## config.mk

```make
export PLATFORM = sky130hd
export DESIGN_NAME = rom_fetch_unit
export DESIGN_NICKNAME = d
export VERILOG_FILES = /design/src/rtl/rom_fetch_unit.sv
export SDC_FILE = /design/constraint.sdc
export NUM_CORES = 1
export LEC_CHECK = 0
export ABC_AREA = 0
export ABC_CLOCK_PERIOD_IN_PS = 4000
export BUFFER_PORTS_ARGS = -buffer_cell sky130_fd_sc_hd__buf_4
export CAP_MARGIN = 15
export CORE_MARGIN = 2
export CORE_UTILIZATION = 55
export CTS_BUF_LIST = sky130_fd_sc_hd__clkbuf_8
export CTS_CLUSTER_SIZE = 12
export DETAILED_ROUTE_END_ITERATION = 8
export PLACE_DENSITY = 0.87
export SYNTH_ARGS = -nofsm -noshare
export SYNTH_HDL_FRONTEND = slang
export SYNTH_SLANG_ARGS = --single-unit
```

## constraint.sdc

```tcl
create_clock -name clk_fetch_clk -period 4 [get_ports clk_fetch_clk]
set_input_delay 1 -clock clk_fetch_clk [delete_from_list [all_inputs] [get_ports clk_fetch_clk]]
set_output_delay 1 -clock clk_fetch_clk [all_outputs]
set_load 0.005 [all_outputs]
```

## src/rtl/rom_fetch_unit.sv

```systemverilog
// Sequential ROM instruction prefetcher: issues word reads, tags them through a
// latency-matched pipe, buffers returned words and presents them as a valid/ready stream.
module rom_fetch_unit #(
    parameter int                ADDR_W       = 10,
    parameter int                DATA_W       = 32,
    parameter int                FIFO_DEPTH   = 4,
    parameter int                READ_LATENCY = 1,
    parameter logic [ADDR_W-1:0] RESET_PC     = '0
) (
    input  logic                clk_fetch_clk,
    input  logic                rst_fetch_reset_n,
    input  logic                fetch_enable,
    input  logic                redirect_valid,
    input  logic [ADDR_W-1:0]   redirect_addr,
    output logic                instr_valid,
    input  logic                instr_ready,
    output logic [DATA_W-1:0]   instr_data,
    output logic [ADDR_W-1:0]   instr_addr,
    output logic                busy,
    output logic [ADDR_W-1:0]   rom_address,
    output logic                rom_chipselect,
    output logic                rom_clken,
    output logic                rom_write,
    output logic [DATA_W-1:0]   rom_writedata,
    output logic [DATA_W/8-1:0] rom_byteenable,
    output logic                rom_debugaccess,
    input  logic [DATA_W-1:0]   rom_readdata
);

    localparam int PTR_W = $clog2(FIFO_DEPTH);
    localparam int CNT_W = PTR_W + 1;
    localparam int LAT   = READ_LATENCY;

    typedef enum logic {IDLE, RUN} state_t;

    state_t              state, next_state;
    logic [ADDR_W-1:0]   pc;
    logic [LAT:0]        tag_valid;
    logic [ADDR_W-1:0]   tag_addr [0:LAT];
    logic [DATA_W-1:0]   data_mem [0:FIFO_DEPTH-1];
    logic [ADDR_W-1:0]   addr_mem [0:FIFO_DEPTH-1];
    logic [PTR_W-1:0]    wr_ptr, rd_ptr;
    logic [CNT_W-1:0]    fifo_count, inflight;
    logic                issue, capture, pop;

    always_ff @(posedge clk_fetch_clk or negedge rst_fetch_reset_n) begin
        if (!rst_fetch_reset_n) state <= IDLE;
        else                    state <= next_state;
    end

    always_comb begin
        next_state = state;
        case (state)
            IDLE:    if (fetch_enable)  next_state = RUN;
            RUN:     if (!fetch_enable) next_state = IDLE;
            default: next_state = IDLE;
        endcase
    end

    // Credit counts every outstanding tag, so a captured word always has a FIFO slot.
    always_comb begin
        inflight = '0;
        for (int i = 0; i <= LAT; i++) inflight = inflight + CNT_W'(tag_valid[i]);
        issue   = (state == RUN) && fetch_enable && !redirect_valid &&
                  (((CNT_W+1)'(fifo_count) + (CNT_W+1)'(inflight)) < (CNT_W+1)'(FIFO_DEPTH));
        capture = tag_valid[LAT] && !redirect_valid;
        pop     = instr_valid && instr_ready;
    end

    always_ff @(posedge clk_fetch_clk or negedge rst_fetch_reset_n) begin
        if (!rst_fetch_reset_n) begin
            pc             <= RESET_PC;
            rom_address    <= '0;
            rom_chipselect <= 1'b0;
        end else begin
            rom_chipselect <= issue;
            if (issue) rom_address <= pc;
            if (redirect_valid) pc <= redirect_addr;
            else if (issue)     pc <= pc + 1'b1;
        end
    end

    // Stage 0 lines up with the chipselect cycle; stage LAT lines up with valid readdata.
    always_ff @(posedge clk_fetch_clk or negedge rst_fetch_reset_n) begin
        if (!rst_fetch_reset_n) begin
            tag_valid <= '0;
            for (int i = 0; i <= LAT; i++) tag_addr[i] <= '0;
        end else begin
            tag_valid[0] <= issue;
            tag_addr[0]  <= pc;
            for (int i = 1; i <= LAT; i++) begin
                tag_valid[i] <= tag_valid[i-1];
                tag_addr[i]  <= tag_addr[i-1];
            end
            if (redirect_valid) tag_valid <= '0;
        end
    end

    // NOTE: the FIFO storage is reset too, so instr_data/instr_addr read 0 out of reset.
    always_ff @(posedge clk_fetch_clk or negedge rst_fetch_reset_n) begin
        if (!rst_fetch_reset_n) begin
            wr_ptr     <= '0;
            rd_ptr     <= '0;
            fifo_count <= '0;
            for (int i = 0; i < FIFO_DEPTH; i++) begin
                data_mem[i] <= '0;
                addr_mem[i] <= '0;
            end
        end else if (redirect_valid) begin
            wr_ptr     <= '0;
            rd_ptr     <= '0;
            fifo_count <= '0;
        end else begin
            if (capture) begin
                data_mem[wr_ptr] <= rom_readdata;
                addr_mem[wr_ptr] <= tag_addr[LAT];
                wr_ptr           <= wr_ptr + 1'b1;
            end
            if (pop) rd_ptr <= rd_ptr + 1'b1;
            case ({capture, pop})
                2'b10:   fifo_count <= fifo_count + 1'b1;
                2'b01:   fifo_count <= fifo_count - 1'b1;
                default: fifo_count <= fifo_count;
            endcase
        end
    end

    assign instr_valid     = (fifo_count != '0);
    assign instr_data      = data_mem[rd_ptr];
    assign instr_addr      = addr_mem[rd_ptr];
    assign busy            = (inflight != '0) || (fifo_count != '0);
    assign rom_clken       = 1'b1;
    assign rom_write       = 1'b0;
    assign rom_writedata   = '0;
    assign rom_byteenable  = '1;
    assign rom_debugaccess = 1'b0;

endmodule

```

## Word-level counts from Yosys, hierarchy flattened

Cells that the tools add are included.

| word-level totals | value |
|---|---|
| output and inout port bits | 94 |
| word-level logic and storage cells | 71 |
| input port bits | 47 |
| register bits after elaboration | 219 |

| cells by class | value |
|---|---|
| equal/unequal tests | 2 |
| add/subtract/negate cells | 7 |
| mux-type cells | 22 |
| bitwise gates (word level) | 3 |
| reduce and logical (&&, ||, !) cells | 15 |
| order comparisons | 4 |

Operators by type and width:

| cell | number |
|---|---|
| $bwmux 128 | 1 |
| $mux 32 | 3 |
| $bmux 32 s2 | 1 |
| $demux 32 s2 | 1 |
| $mux 10 | 5 |
| $bwmux 40 | 1 |
| $bmux 10 s2 | 1 |
| $demux 10 s2 | 1 |
| $add 10x1->10 const B | 1 |
| $mux 2 | 5 |
| $reduce_bool 3->1 | 3 |
| $ge 3x3->1 const B | 2 |
| $logic_and 1x1->1 | 6 |
| $not 2->3 | 2 |
| $pmux 3 s2 | 1 |
| $reduce_bool 2->1 | 3 |
| $add 2x1->2 const B | 2 |
| $add 3x2->4 | 1 |
| $lt 4x3->1 const B | 1 |
| $add 3x1->3 const B | 1 |
| $lt 3x1->1 const B | 1 |
| $mux 3 | 1 |
| $sub 3x1->3 const B | 1 |
| $add 1x1->2 | 1 |
| other kinds (7) | 7 |

## Depth between registers and ports, before layout

| logic depth | value |
|---|---|
| depth after elaboration | 6 |
| depth in mapped cells | 8 |
| mapped depth without buffers | 7 |

## Worst setup path before layout

Ideal clock, no wire load.

| timing | value |
|---|---|
| path kind | register to output |
| start | reg rd_ptr[0] |
| end | out instr_addr[2] |
| data required time | 3.000 ns |
| stages on the path, launching flop included | 4 |
| arrival time | 1.336 ns |
| buffers on the path | 2 |
| path slack | 1.664 ns |
| cell sequence | dfrtp_1 > buf_2 > buf_2 > mux4_2 |

| between the ends | value |
|---|---|
| cells in the longest elaborated chain, start to end | 4 |

Ends and longest elaborated chain:

| item | line | RTL |
|---|---|---|
| from (decl) | 42 | `logic [PTR_W-1:0] wr_ptr, rd_ptr;` |
| from (signal assigned) | 119 | `if (pop) rd_ptr <= rd_ptr + 1'b1;` |
| $not 2->3 (implied by the code) | 130 | `assign instr_addr = addr_mem[rd_ptr];` |
| $bmux 10 s2 | 130 |  |
| $mux 10 (implied by the code) (2 in a row) | 130 |  |
| to (decl) | 18 | `output logic [ADDR_W-1:0] instr_addr,` |

Every way passes these cells. The select of a mux whose other input is x is not followed.

## Worst setup path after layout

| timing | value |
|---|---|
| start | reg rd_ptr[0] |
| end | out instr_data[19] |

| between the ends | value |
|---|---|
| cells in the longest elaborated chain, start to end | 4 |

Ends and longest elaborated chain:

| item | line | RTL |
|---|---|---|
| $not 2->3 (implied by the code) | 129 | `assign instr_data = data_mem[rd_ptr];` |
| $bmux 32 s2 | 129 |  |
| $mux 32 (implied by the code) (2 in a row) | 129 |  |
| to (decl) | 17 | `output logic [DATA_W-1:0] instr_data,` |

Every way passes these cells. The select of a mux whose other input is x is not followed.

==> out/qor_table.md <==
| Group | Metric | Reported |
|---|---|---|
| die | Number of I/O pins | 141 |
| cts | Max Root-Sink Buffers | 3 |
| detailed routing | Via/cell ratio | 5.45 |
| global route | Global router's overall resource usage | 0.212 |
| synth | Synth Area in Adders | 0.0125 |
| timing | Final Slew Violations | 0 |
| power | Power per Cell Area | 548 nW/um^2 |
| timing | Setup-violating endpoint count in the final report | 0 |
| finish | # fillers | 1224 |
| placed design | Final weighted congestion of routability-driven global placement | 0.749 |
| min path | Startpoint of the lowest-slack hold path | tag_addr[16]$_DFF_PN0_ |
| detailed routing | Routed Wire Length | 18700 um |
| timing | Fmax | 0.299 GHz |
| cts | Clock latency reported for the late side of the worst-skew pair | 0.53 ns |
| critical path | Worst Reg2Reg Path Length in Cells | 6 |
| placed design | Estimated wirelength of the detail-placed design | 12300 um |
| run | Number of maximum-capacitance constraint violations | 0 |
| cts | Register clock-pin slew on the reported worst setup and hold paths | 0.06 ns |
| power | Clock network fraction of total power | 0.303 |
| detailed routing | Number of search-and-repair iterations in the first detailed-routing pass | 4 |
| timing | Setup repair after global routing missed its margin | false |
| timing | Worst Skew | 0.0276 ns |
| die | # rows | 48 |
| critical path | Cell repeated most along the worst path | sky130_fd_sc_hd__buf_4 |
| critical path | Worst setup path startpoint | rd_ptr[0]$_DFFE_PN0P_ |
| cts | Number of CTS-inserted buffers | 37 |
| synth | Sequential area share after synthesis | 0.572 |
| finish | Design area | 11100 um^2 |
| synth | Post-synthesis share of cell area spent on and, or, nand and nor gates | 0.0317 |
| global route | Global-route wire length before repair | 30400 um |
| synth | Xor/xnor cell area share of the yosys netlist | 0.0101 |
| cts | # hold bufs at CTS | 0 |
| synth | Yosys synthesis warning count | 0 |
| finish | Area delta synth->final | 16.0% |
| critical path | Cells along the critical path | buf_4 -> mux4_2 -> buf_4 |
| critical path | Endpoint class of the critical path | output port |
| power | Part of the power in combinational logic | 0.242 |
| min path | Cell depth of the worst min-delay path | 0 |
| power | Internal power | 4.45 mW |
| critical path | Critical Path Start Type | flip-flop |
| die | Initial core utilization | 0.558 |
| synth | Netlist area before placement | 9580 um^2 |
| global route | Number of global-route vias before repair | 5951 |
| critical path | Crit-path leading delay family | flip-flops |
| outcome | Status | complete, no violations |
| synth | Mux share of post-synthesis cell area | 0.311 |
| cts | Buffers inserted during post-CTS setup optimization | 0 |
| die | Y dimension of the die | 136 um |
| synth | Post-synthesis average cell area | 15.7 um^2 |
| timing | Final critical-path share of the clock period | 0.835 |
| detailed routing | Remaining antenna violation count | 0 |
| synth | Fraction of the mapped netlist area in compound gates | 0.0115 |
| timing | Worst-margin pin slew | 0.705 ns |
| die | Die width | 136 um |
| cts | Resized cells post-CTS | 0 |
| critical path | Delay of the slowest critical-path stage | 0.80 ns |
| placed design | Number of buffers inserted by port buffering | 101 |
| power | Switching power | 1.65 mW |
| synth | Number of library cell types mapped by synthesis | 37 |
| critical path | Beginning of the worst register-to-register path | tag_valid[1]$_DFF_PN0_ |
| critical path | Highest-delay cell along the critical path | sky130_fd_sc_hd__dfrtp_4 |
| detailed routing | Average wire per cell in the routed design | 19.2 um |
| placed design | Standard cell area after detailed placement | 10400 um^2 |
| synth | Flop and latch count out of synthesis | 219 |
| finish | Share of layout cells above drive strength 1 | 0.523 |
| critical path | Arrival time of data at the critical path endpoint | 2.34 ns |
| detailed routing | Drt first-iter violations | 233 |
| synth | Synth area leaders | sky130_fd_sc_hd__dfrtp_1, sky130_fd_sc_hd__mux2_2, sky130_fd_sc_hd__mux4_2 |
| global route | GR Overflow Total | 0 |
| placed design | Total placed cells including tap cells | 914 |
| die | Placeable core region | 17200 um^2 |
| detailed routing | DR DRC count | 0 |
| finish | Final net count | 784 |
| cts | Root Driver | sky130_fd_sc_hd__clkbuf_8 |
| min path | Worst min path class | reg -> reg |
| power | Net Sw Frac | 0.271 |
| finish | Diode count | 0 |
| global route | Initial antenna violation count | 0 |
| timing | Hold violation count in the final report | 0 |
| synth | Main combinational cell family by area after synthesis | multiplexers |
| power | Relative contribution of sequential cells to total power | 0.455 |
| critical path | Crit Path Category | reg -> out |
| detailed routing | Vias post-DR | 5324 |
| critical path | Cell depth of the worst setup path | 3 |
| global route | Pin count of the biggest net entering global routing | 82 |
| synth | Top-area cell type share of the netlist area | 0.572 |
| power | Worst voltage drop across the vdd grid | 0.000326 V |
| critical path | Largest fanout on the critical path | 29 |
| timing | Worst slew margin relative to its limit | 0.530 |
| cts | Clock tree from TritonCTS | yes |
| synth | Area leader, netlist | sky130_fd_sc_hd__dfrtp_1 |
| synth | Cells after Synth | 610 |
| critical path | Req. time, crit path | 3.00 ns |
| cts | H-tree depth reported by CTS | 2 |
| power | Reported leakage power | 5.47 nW |
| cts | Clock sink count | 219 |
| critical path | Number of buffer and inverter instances along the worst setup path | 2 |
| finish | Number of non-filler instances in the completed layout | 977 |
| timing | Minimum period implied by the final worst setup slack | 3.34 ns |
| timing | TNS Setup | 0 ns |
| die | DIE AREA | 18500 um^2 |
==> routing by layer <==
layer  wire (um)  track usage  vias to the layer above
met5           0            0                        -
met4         291       0.0729                        0
met3        1070       0.0503                       22
met2        9510        0.360                      160
met1        7870        0.270                     2768
li1            -            -                     2374
==> cell usage in the layout (no fill, tap or decap), types with 2 or more instances in the layout <==
cell,synthesis,layout
sky130_fd_sc_hd__dfrtp_1,219,217
sky130_fd_sc_hd__mux2_2,178,178
sky130_fd_sc_hd__buf_4,40,111
sky130_fd_sc_hd__clkbuf_8,0,45
sky130_fd_sc_hd__mux4_2,42,42
sky130_fd_sc_hd__conb_1,2,39
sky130_fd_sc_hd__inv_1,6,21
sky130_fd_sc_hd__nand2_1,15,11
sky130_fd_sc_hd__nor2_1,10,10
sky130_fd_sc_hd__o21ai_0,10,10
sky130_fd_sc_hd__xor2_1,9,9
sky130_fd_sc_hd__ha_1,8,8
sky130_fd_sc_hd__nor3_1,4,4
sky130_fd_sc_hd__nand2_2,0,4
sky130_fd_sc_hd__nand4_1,4,4
sky130_fd_sc_hd__mux2i_1,3,3
sky130_fd_sc_hd__and2_1,3,3
sky130_fd_sc_hd__and3_1,3,3
sky130_fd_sc_hd__nand3_1,3,3
sky130_fd_sc_hd__nor2_2,2,2
sky130_fd_sc_hd__xnor2_1,2,2
sky130_fd_sc_hd__and4_1,2,2
sky130_fd_sc_hd__a31oi_1,2,2
sky130_fd_sc_hd__inv_6,0,2
==> power by group through the flow <==
stage,clock [mW],sequential (mW),combinational [mW]
final,1.84,2.77,1.48
after global placement,0,2.79,1.45
after CTS,1.90,2.78,1.50
after floorplan,0,2.66,0.919
after detailed placement,0,2.82,1.50
after global routing,1.99,2.83,1.60
==> synth_stat cells <==
| cell type | number |
|---|---|
| sky130_fd_sc_hd__buf_4 | 40 |
| sky130_fd_sc_hd__a2111oi_0 | 1 |
| sky130_fd_sc_hd__fa_1 | 1 |
| sky130_fd_sc_hd__or3_1 | 1 |
| sky130_fd_sc_hd__nor2b_1 | 1 |
| sky130_fd_sc_hd__dfrtp_1 | 219 |
| sky130_fd_sc_hd__and3_1 | 3 |
| sky130_fd_sc_hd__nand2_4 | 1 |
| sky130_fd_sc_hd__nor2_1 | 10 |
| sky130_fd_sc_hd__conb_1 | 2 |
| sky130_fd_sc_hd__ha_1 | 8 |
| sky130_fd_sc_hd__buf_6 | 2 |
| sky130_fd_sc_hd__buf_2 | 21 |
| sky130_fd_sc_hd__a31oi_1 | 2 |
| sky130_fd_sc_hd__nand2_1 | 15 |
| sky130_fd_sc_hd__nand3b_1 | 1 |
| sky130_fd_sc_hd__o21bai_1 | 1 |
| sky130_fd_sc_hd__a221o_1 | 1 |
| sky130_fd_sc_hd__xnor2_1 | 2 |
| sky130_fd_sc_hd__buf_1 | 1 |
| sky130_fd_sc_hd__nand3_1 | 3 |
| sky130_fd_sc_hd__and4_1 | 2 |
| sky130_fd_sc_hd__nor2_2 | 2 |
| sky130_fd_sc_hd__o31ai_4 | 1 |
| sky130_fd_sc_hd__and2_1 | 3 |
| sky130_fd_sc_hd__mux2_2 | 178 |
| sky130_fd_sc_hd__xor2_1 | 9 |
| sky130_fd_sc_hd__clkbuf_1 | 7 |
| sky130_fd_sc_hd__nand4_4 | 1 |
| sky130_fd_sc_hd__mux2i_1 | 3 |
| sky130_fd_sc_hd__mux4_2 | 42 |
| sky130_fd_sc_hd__and4bb_1 | 1 |
| sky130_fd_sc_hd__inv_1 | 6 |
| sky130_fd_sc_hd__o21ai_0 | 10 |
| sky130_fd_sc_hd__nor3_1 | 4 |
| sky130_fd_sc_hd__nand3_4 | 1 |
| sky130_fd_sc_hd__nand4_1 | 4 |
==> final timing paths <==
path	to	slack, ns
max	instr_data[19]	0.66
min	tag_addr[6]$_DFF_PN0_	0.34
max reg2reg	rom_address[7]$_DFFE_PN0P_	1.50
min reg2reg	tag_addr[6]$_DFF_PN0_	0.34
max in group asynchronous	data_mem[24]$_DFFE_PN0P_	2.61
min in group asynchronous	data_mem[67]$_DFFE_PN0P_	0.49
==> sequential cells by signal, summed over array words and instances (netlist names) <==
| register | cells |
|---|---|
| data_mem | 128 |
| state | 1 |
| wr_ptr | 2 |
| fifo_count | 3 |
| tag_addr | 20 |
| rom_address | 10 |
| addr_mem | 40 |
| pc | 10 |
| tag_valid | 2 |
| rom_chipselect | 1 |
| rd_ptr | 2 |
==> cells by family (layout without fill, tap and decap cells) <==
group / after synthesis / count (layout)
mux: 223 / 223
other cells: 2 / 39
buf+inv: 77 / 182
xor+xnor: 11 / 11
flops: 219 / 219
compound gates: 16 / 16
simple gates: 53 / 53
fa+ha+maj: 9 / 9
==> area by class of cell <==
type | count | area (um^2) | area share
sequential | 219 | 5490 | 0.493
tap | 225 | 282 | 0.0253
clock inverter | 19 | 86.3 | 0.00777
timing repair buffer | 113 | 867 | 0.0780
inverter | 6 | 22.5 | 0.00203
multi-input combinational | 351 | 3770 | 0.339
clock buffer | 44 | 606 | 0.0545
==> worst register-to-register path: stages, from the launching register on <==
cell	delay [ns]
sky130_fd_sc_hd__dfrtp_1	0.48
sky130_fd_sc_hd__ha_1	0.25
sky130_fd_sc_hd__ha_1	0.18
sky130_fd_sc_hd__and4bb_1	0.52
sky130_fd_sc_hd__nand2_4	0.11
sky130_fd_sc_hd__nor2_2	0.45
sky130_fd_sc_hd__mux2_2	0.41
==> through the flow <==
stage | worst slack [ns] | total power, mW | hold WS, ns | utilization
floorplan | 1.66 | 3.58 | 0.331 | -
CTS | 0.565 | 6.18 | 0.347 | 0.647
global route | 0.500 | 6.42 | 0.353 | 0.647
detailed placement | 1.17 | 4.32 | 0.336 | 0.607
finish | 0.658 | 6.10 | 0.344 | 0.647
global placement | 1.17 | 4.24 | 0.336 | 0.607
Note: power is estimated with default switching activity, not from simulation.
